[src/rtl/dir_cmd_queue.sv]
// Direction command queue between the PS/2 key decoder and the game logic controller.
// Optional build macro DIR_QUEUE_OVERWRITE_EN: a push into a full queue replaces the tail instead of dropping.
module dir_cmd_queue #(
  parameter int unsigned DEPTH   = 4,
  parameter int unsigned AW      = $clog2(DEPTH),
  parameter logic [1:0]  RST_DIR = 2'b11
) (
  input  logic          clk,
  input  logic          rst_n,
  input  logic [1:0]    dir_in,
  input  logic          dir_vld_in,
  input  logic          mv_in,
  input  logic          clr_in,
  output logic [1:0]    cur_dir_out,
  output logic [1:0]    head_dir_out,
  output logic [AW:0]   count_out,
  output logic          empty_out,
  output logic          full_out,
  output logic          rej_out,
  output logic          drop_out
);

  localparam int unsigned CW = AW + 1;

  logic [1:0]    mem_q [DEPTH];
  logic [AW-1:0] rd_ptr_q, wr_ptr_q;
  logic [AW:0]   count_q;
  logic [1:0]    cur_dir_q;
  logic          empty_q, full_q, rej_q, drop_q;

  logic [AW-1:0] rd_ptr_d, wr_ptr_d, tail_ptr;
  logic [AW:0]   count_d;
  logic [1:0]    cur_dir_d, ref_dir;
  logic          empty_d, full_d, rej_d, drop_d;
  logic          is_full, is_empty, pop_ok, push_req, filter_hit, push_ok;
  logic          mem_we;
  logic [AW-1:0] mem_wa;

  // Filter reference and push/pop qualification, all sampled before this cycle's pop.
  always_comb begin
    tail_ptr = wr_ptr_q - AW'(1);
    is_full  = (count_q == CW'(DEPTH));
    is_empty = (count_q == '0);
    pop_ok   = mv_in && !is_empty && !clr_in;
    push_req = dir_vld_in && !clr_in;
`ifdef DIR_QUEUE_OVERWRITE_EN
    // An overwrite replaces the tail, so it is filtered against the entry before the tail.
    if (is_empty)
      ref_dir = cur_dir_q;
    else if (is_full && !pop_ok)
      ref_dir = mem_q[wr_ptr_q - AW'(2)];
    else
      ref_dir = mem_q[tail_ptr];
`else
    ref_dir = is_empty ? cur_dir_q : mem_q[tail_ptr];
`endif
    filter_hit = (dir_in == ref_dir) || (dir_in == (ref_dir ^ 2'b01));
    push_ok    = push_req && !filter_hit && (!is_full || pop_ok);
  end

  // Next-state computation for pointers, count, committed direction and status.
  always_comb begin
    rd_ptr_d  = rd_ptr_q;
    wr_ptr_d  = wr_ptr_q;
    count_d   = count_q;
    cur_dir_d = cur_dir_q;
    rej_d     = 1'b0;
    drop_d    = 1'b0;
    mem_we    = 1'b0;
    mem_wa    = wr_ptr_q;

    if (clr_in) begin
      rd_ptr_d  = '0;
      wr_ptr_d  = '0;
      count_d   = '0;
      cur_dir_d = RST_DIR;
    end else begin
      rej_d = push_req && filter_hit;
`ifdef DIR_QUEUE_OVERWRITE_EN
      if (push_req && !filter_hit && is_full && !pop_ok) begin
        mem_we = 1'b1;
        mem_wa = tail_ptr;
      end
`else
      drop_d = push_req && !filter_hit && is_full && !pop_ok;
`endif
      if (push_ok) begin
        mem_we   = 1'b1;
        mem_wa   = wr_ptr_q;
        wr_ptr_d = wr_ptr_q + AW'(1);
      end
      if (pop_ok) begin
        cur_dir_d = mem_q[rd_ptr_q];
        rd_ptr_d  = rd_ptr_q + AW'(1);
      end
      count_d = count_q + CW'(push_ok) - CW'(pop_ok);
    end

    empty_d = (count_d == '0);
    full_d  = (count_d == CW'(DEPTH));
  end

  always_ff @(posedge clk or negedge rst_n) begin
    if (!rst_n) begin
      for (int i = 0; i < int'(DEPTH); i++) mem_q[i] <= 2'b00;
      rd_ptr_q  <= '0;
      wr_ptr_q  <= '0;
      count_q   <= '0;
      cur_dir_q <= RST_DIR;
      empty_q   <= 1'b1;
      full_q    <= 1'b0;
      rej_q     <= 1'b0;
      drop_q    <= 1'b0;
    end else begin
      if (mem_we) mem_q[mem_wa] <= dir_in;
      rd_ptr_q  <= rd_ptr_d;
      wr_ptr_q  <= wr_ptr_d;
      count_q   <= count_d;
      cur_dir_q <= cur_dir_d;
      empty_q   <= empty_d;
      full_q    <= full_d;
      rej_q     <= rej_d;
      drop_q    <= drop_d;
    end
  end

  assign cur_dir_out  = cur_dir_q;
  assign head_dir_out = mem_q[rd_ptr_q];
  assign count_out    = count_q;
  assign empty_out    = empty_q;
  assign full_out     = full_q;
  assign rej_out      = rej_q;
  assign drop_out     = drop_q;

endmodule

[config.mk]
export PLATFORM = sky130hd
export DESIGN_NAME = dir_cmd_queue
export DESIGN_NICKNAME = d
export VERILOG_FILES = /design/src/rtl/dir_cmd_queue.sv
export SDC_FILE = /design/constraint.sdc
export NUM_CORES = 1
export LEC_CHECK = 0
export BUFFER_PORTS_ARGS = -buffer_cell sky130_fd_sc_hd__clkbuf_2
export CAP_MARGIN = 20
export CORE_MARGIN = 10
export CORE_UTILIZATION = 55
export CTS_BUF_LIST = sky130_fd_sc_hd__clkbuf_4 sky130_fd_sc_hd__clkbuf_8
export CTS_CLUSTER_SIZE = 8
export DETAILED_ROUTE_END_ITERATION = 7
export PLACE_DENSITY = 0.78
export SLEW_MARGIN = 40
export SYNTH_ARGS = -nofsm -noshare
export SYNTH_HDL_FRONTEND = slang
export SYNTH_SLANG_ARGS = --single-unit
[constraint.sdc]
create_clock -name clk -period 10 [get_ports clk]
set_input_delay 3 -clock clk [delete_from_list [all_inputs] [get_ports clk]]
set_output_delay 3 -clock clk [all_outputs]
set_load 0.03 [all_outputs]
## Word-level counts from Yosys, hierarchy flattened

Cells that the tools add are included.

| word-level totals | value |
|---|---|
| output and inout bits | 11 |
| register bits after elaboration | 21 |
| input bits | 7 |

| cells by class | value |
|---|---|
| equal/unequal tests | 4 |
| reductions and logical operators | 20 |
| $add $sub $neg | 5 |
| bitwise operators | 4 |
| magnitude comparators | 4 |
| mux-type cells | 21 |

Operator list:

| operator | count |
|---|---|
| $mux 2 | 12 |
| $ge 3x3->1 const B | 3 |
| $logic_and 1x1->1 | 9 |
| $not 2->3 | 3 |
| $bmux 2 s2 | 2 |
| $bwmux 8 | 1 |
| $eq 3x3->1 const B | 2 |
| $logic_not 3->1 | 2 |
| $logic_not 1->1 | 5 |
| $add 2x1->2 const B | 2 |
| $demux 2 s2 | 1 |
| $eq 2x2->1 | 2 |
| $mux 1 | 4 |
| $reduce_bool 2->1 | 2 |
| $add 3x1->3 | 1 |
| $lt 3x1->1 const B | 1 |
| $mux 3 | 1 |
| $sub 3x1->3 | 1 |
| $logic_or 1x1->1 | 2 |
| $sub 2x1->2 const B | 1 |
| $not 1->1 | 1 |

## Depth between registers and ports, before layout

| depth | value |
|---|---|
| depth in word-level cells | 16 |
| mapped depth | 13 |
| mapped depth without buffers | 13 |

## Worst setup path after synthesis

Ideal clock, no wire load.

| timing path | value |
|---|---|
| path type | input port to flip-flop |
| start | input port mv_in |
| end | register full_q, in the netlist full_out |
| buffers on the path | 1 |
| path slack | 4636 ps |
| required time | 9914 ps |
| data arrival time | 5278 ps |
| stages on the path | 10 |
| path through | or4b_2 > buf_1 > nand3_2 > ha_1 > inv_1 > ha_1 > fa_1 > nor2b_1 > or2_2 > nor3_1 |

| on the way | value |
|---|---|
| cells in the longest elaborated chain, start to end | 8 |

Ends and longest elaborated chain:

| what | line | text |
|---|---|---|
| start: declaration | 12 | `input logic mv_in,` |
| $logic_and 1x1->1 * (2 in a row) | 44 | `pop_ok = mv_in && !is_empty && !clr_in;` |
| $logic_or 1x1->1 | 58 | `push_ok = push_req && !filter_hit && (!is_full \|\| pop_ok);` |
| $logic_and 1x1->1 | 58 |  |
| $add 3x1->3 | 96 | `count_d = count_q + CW'(push_ok) - CW'(pop_ok);` |
| $sub 3x1->3 * | 96 |  |
| $mux 3 * | 72 | `if (clr_in) begin` |
| via count_d[1] | 32 | `logic [AW:0] count_d;` |
| $eq 3x3->1 * | 100 | `full_d = (count_d == CW'(DEPTH));` |
| via full_d | 34 | `logic empty_d, full_d, rej_d, drop_d;` |
| end signal: assignment | 121 | `full_q <= full_d;` |
| end: declaration | 29 | `logic empty_q, full_q, rej_q, drop_q;` |

Mark *: on every way through the listed nets, which the timed path passes. The rest lies on a longest branch.
A chain may end at the register's enable or synchronous reset.

## Final worst setup path

| timing path | value |
|---|---|
| start | input port clr_in |
| end | register full_q, in the netlist full_out |

| on the way | value |
|---|---|
| cells in the longest elaborated chain, start to end | 8 |

Ends and longest elaborated chain:

| what | line | text |
|---|---|---|
| start: declaration | 13 | `input logic clr_in,` |
| $logic_not 1->1 | 44, 45 |  |
| $logic_and 1x1->1 (on tied branches) | 45, 44 |  |
| $logic_and 1x1->1 or $logic_or 1x1->1 (tied branches) | 58 |  |
| $logic_and 1x1->1 | 58 |  |
| $add 3x1->3 | 96 |  |
| $sub 3x1->3 | 96 |  |
| $mux 3 * | 72 |  |
| via count_d[1] | 32 |  |
| $eq 3x3->1 * | 100 |  |
| via full_d | 34 |  |

Marks and branches as above.

==> impl_results.md <==
* Hold Startpoint: mem_q[0]
* Reg2Reg Launch Point: wr_ptr_q[0]
* Register bit total from synthesis at 21
* Detail Placement HPWL at 1.71 mm
* Hold Buf Count CTS at 0
* Synth warn at 0
* Unique cell type count in the Yosys netlist at 26
* Post-synth top flop: dfrtp_1
* Post-synth ARST share at 1.00
* Register area share after synthesis at 0.470
* Vias in the first global route at 746
* Initial Utilization at 0.574
* RSZ-0062 raised after global routing: no
* Final Cycle Share at 0.526
* Row cnt at 16
* N_diodes at 0
* Final setup viols at 0
* Worst Hold Slack at 0.507 ns
* Fmax at 190 MHz
* Share of cells above drive strength 1 at 0.373
* Reg2Reg Depth at 13
* Top post-synthesis cells by area: dfrtp_1 40%, mux2_1 8.0%, dfstp_2 7.0%
* CP endpoint kind: register
* DIE AREA at 4260 µm²
* Fin util at 0.643
* Initial DRC count at 36
* Worst Path Required at 10.23 ns
* Routed wire length at 2.10 mm
* Status: finished clean
* Cell taking the most area after synthesis: dfrtp_1
* R2r endpoint: full_out
* Final Hold Viols at 0
* Most frequent cell after synthesis: dfrtp_1
* Relative max-transition margin at 0.569
* Worst Hold Path EP: mem_q[0]
* Worst-path clk slew at 0.11 ns
* Power per cell area at 297 nW/µm²
* Core Area at 1960 µm²
* Largest net degree at the start of global routing at 22
* Synth Area in Adders at 0.0844
* Fillers at 166
* Post-synthesis xor/xnor area fraction at 0.0556
* Worst setup margin at 4.74 ns
* Placed insts at 125
* First-pass GRT wire length at 3.55 mm
* Worst Setup Start Kind: input pin
* Measured slew at the worst slew-check pin at 0.646 ns
* Seq pwr share at 0.381
* Max cap viols at 0
* Switch Pwr at 0.000158 W
* Initial antenna violation count at 0
* Gate power share at 0.511
* Post-synthesis compound-gate area fraction at 0.0156
* DR pass1 iterations at 3
* Clock Sinks at 21
* Synth Area per Inst at 13.4 µm²
* Setup Crit Path Kind: in2reg
* Syn Inst Count at 84
* Most frequent cells after synthesis: 18 x dfrtp_1, 8 x mux2_1, 8 x nor2_1
* I/O Buffers at 17
* Total GRT Usage at 0.108
* Worst min path class: reg2reg
* Via count at 694
* Die Wd at 65.3 µm
* GRT overflow at 0
* Power Internal at 0.000216 W
* Hold Path Cell Cnt at 1
* GPL Wtd Cong at 0.814
* Nets at 117
* Pre-CTS worst setup slack at 4.44 ns
* Post-synth EDFFs at 0
* Clk buf depth at 2
* Fin crit period at 5.26 ns
* Die H at 65.3 µm
* Main combinational cell family by area after synthesis: multiplexers
* Pleak at 0.592 nW
* Post-synthesis simple-gate area fraction at 0.162
* Final Slew Violations at 0
* Post-synthesis mux area share at 0.182
* Arr. time, crit path at 5.49 ns
* CTS tree: yes
* Syn Nets at 98
* Final setup TNS at 0 ns
* Yosys top cell area share at 0.400
* Cts repair resizes at 0
* Sw Share at 0.422
* Post-CTS setup buffers at 0
* Top Ports at 18
* CTS Buf Count at 3
* H-Tree Depth at 1
* Via density at 5.38
* Clk_skew at 0.00122 ns
* Clock root cell: clkbuf_4
* Avg WL per Cell at 16.2 µm
* Finished Layout Cells at 129
* Final antenna-violating net count at 0
* Mapped Area at 1130 µm²
* Maximum vdd ir drop at 0.000188 V
* DR DRC count at 0
* Clk_lat worst skew at 0.30 ns
* Clock share of power at 0.108
* Crit-path max FO at 12
* Area delta synth->final at 12.0%
* Flop2flop setup slack at 6.55 ns
-- metrics by stage --
step | total power, W | area [µm²]
6_report | 0.000374 | 1260
2_1_floorplan | 0.000293 | 1130
4_1_cts | 0.000378 | 1260
5_1_grt | 0.000401 | 1260
3_3_place_gp | 0.000330 | 1230
3_5_place_dp | 0.000338 | 1230
-- power groups by stage --
| stage | clock network (W) | registers [W] | logic, W |
|---|---|---|---|
| floorplan | 0 | 0.000160 | 0.000133 |
| global placement | 0 | 0.000143 | 0.000188 |
| detailed placement | 0 | 0.000145 | 0.000193 |
| CTS | 0.0000418 | 0.000143 | 0.000194 |
| global route | 0.0000455 | 0.000147 | 0.000209 |
| finish | 0.0000405 | 0.000143 | 0.000191 |
-- critical path, stage by stage --
cell	delay, ns
clkbuf_2	0.18
nor2b_1	0.55
nand3_2	0.21
ha_1	0.32
inv_1	0.04
ha_1	0.18
fa_1	0.42
nor2b_1	0.15
or2_2	0.32
nor3_1	0.13
-- registers in the layout, summed over array words and instances (netlist names) --
name and flops:
mem_q 8, full_out 1, wr_ptr_q 2, drop_out 1, cur_dir_out 2, empty_out 1, rej_out 1, rd_ptr_q 2
count_out 3
-- layout make-up --
type	count	area (µm²)	share of cell area
inverters	6	22.5	0.0179
well taps	27	33.8	0.0268
multi-input cells	54	563	0.446
clock buffers	3	22.5	0.0179
repair buffers	17	85.1	0.0675
clock inverters	1	5.00	0.00397
flip-flops and latches	21	529	0.420
-- worst max path at each step --
stage,endpoint,slack (ns),startpoint
floorplan,full_out,4.64,mv_in
global placement,full_out,4.54,mv_in
detailed placement,full_out,4.44,clr_in
CTS,full_out,4.75,clr_in
global route,full_out,4.53,clr_in
finish,full_out,4.74,clr_in
-- metal layers --
metal / global-route usage / share of wire
met1: 0.119 / 0.42
met2: 0.177 / 0.49
met3: 0.0424 / 0.068
met4: 0.0561 / 0.020
met5: 0 / 0
-- logic make-up (layout without fill, tap and decap cells) --
family / count (synthesis) / after routing
AO/OA/AOI/OAI: 2 / 2
XOR/XNOR: 5 / 5
adder cells (fa/ha/maj): 7 / 7
buffers and inverters: 9 / 27
flip-flops: 21 / 21
multiplexers: 14 / 14
AND/OR/NAND/NOR: 26 / 26
-- cells in the final DEF, fill, tap and decap left out --
cell type / n
mux2i_1: 1
clkbuf_4: 3
nor2b_1: 6
or2b_1: 1
dfstp_2: 3
inv_1: 6
dfrtp_1: 18
mux4_2: 3
nor3_1: 1
nand3_2: 1
mux2i_4: 1
nand2b_1: 1
nor2_1: 8
ha_1: 6
clkinv_2: 1
or2_2: 1
a211o_1: 2
xnor2_1: 4
or4b_2: 1
mux2_1: 8
nand4_2: 4
fa_1: 1
mux2_4: 1
xnor2_4: 1
clkbuf_2: 17
nor3_4: 1
nand2_1: 1
(Power assumes the default switching activity.)
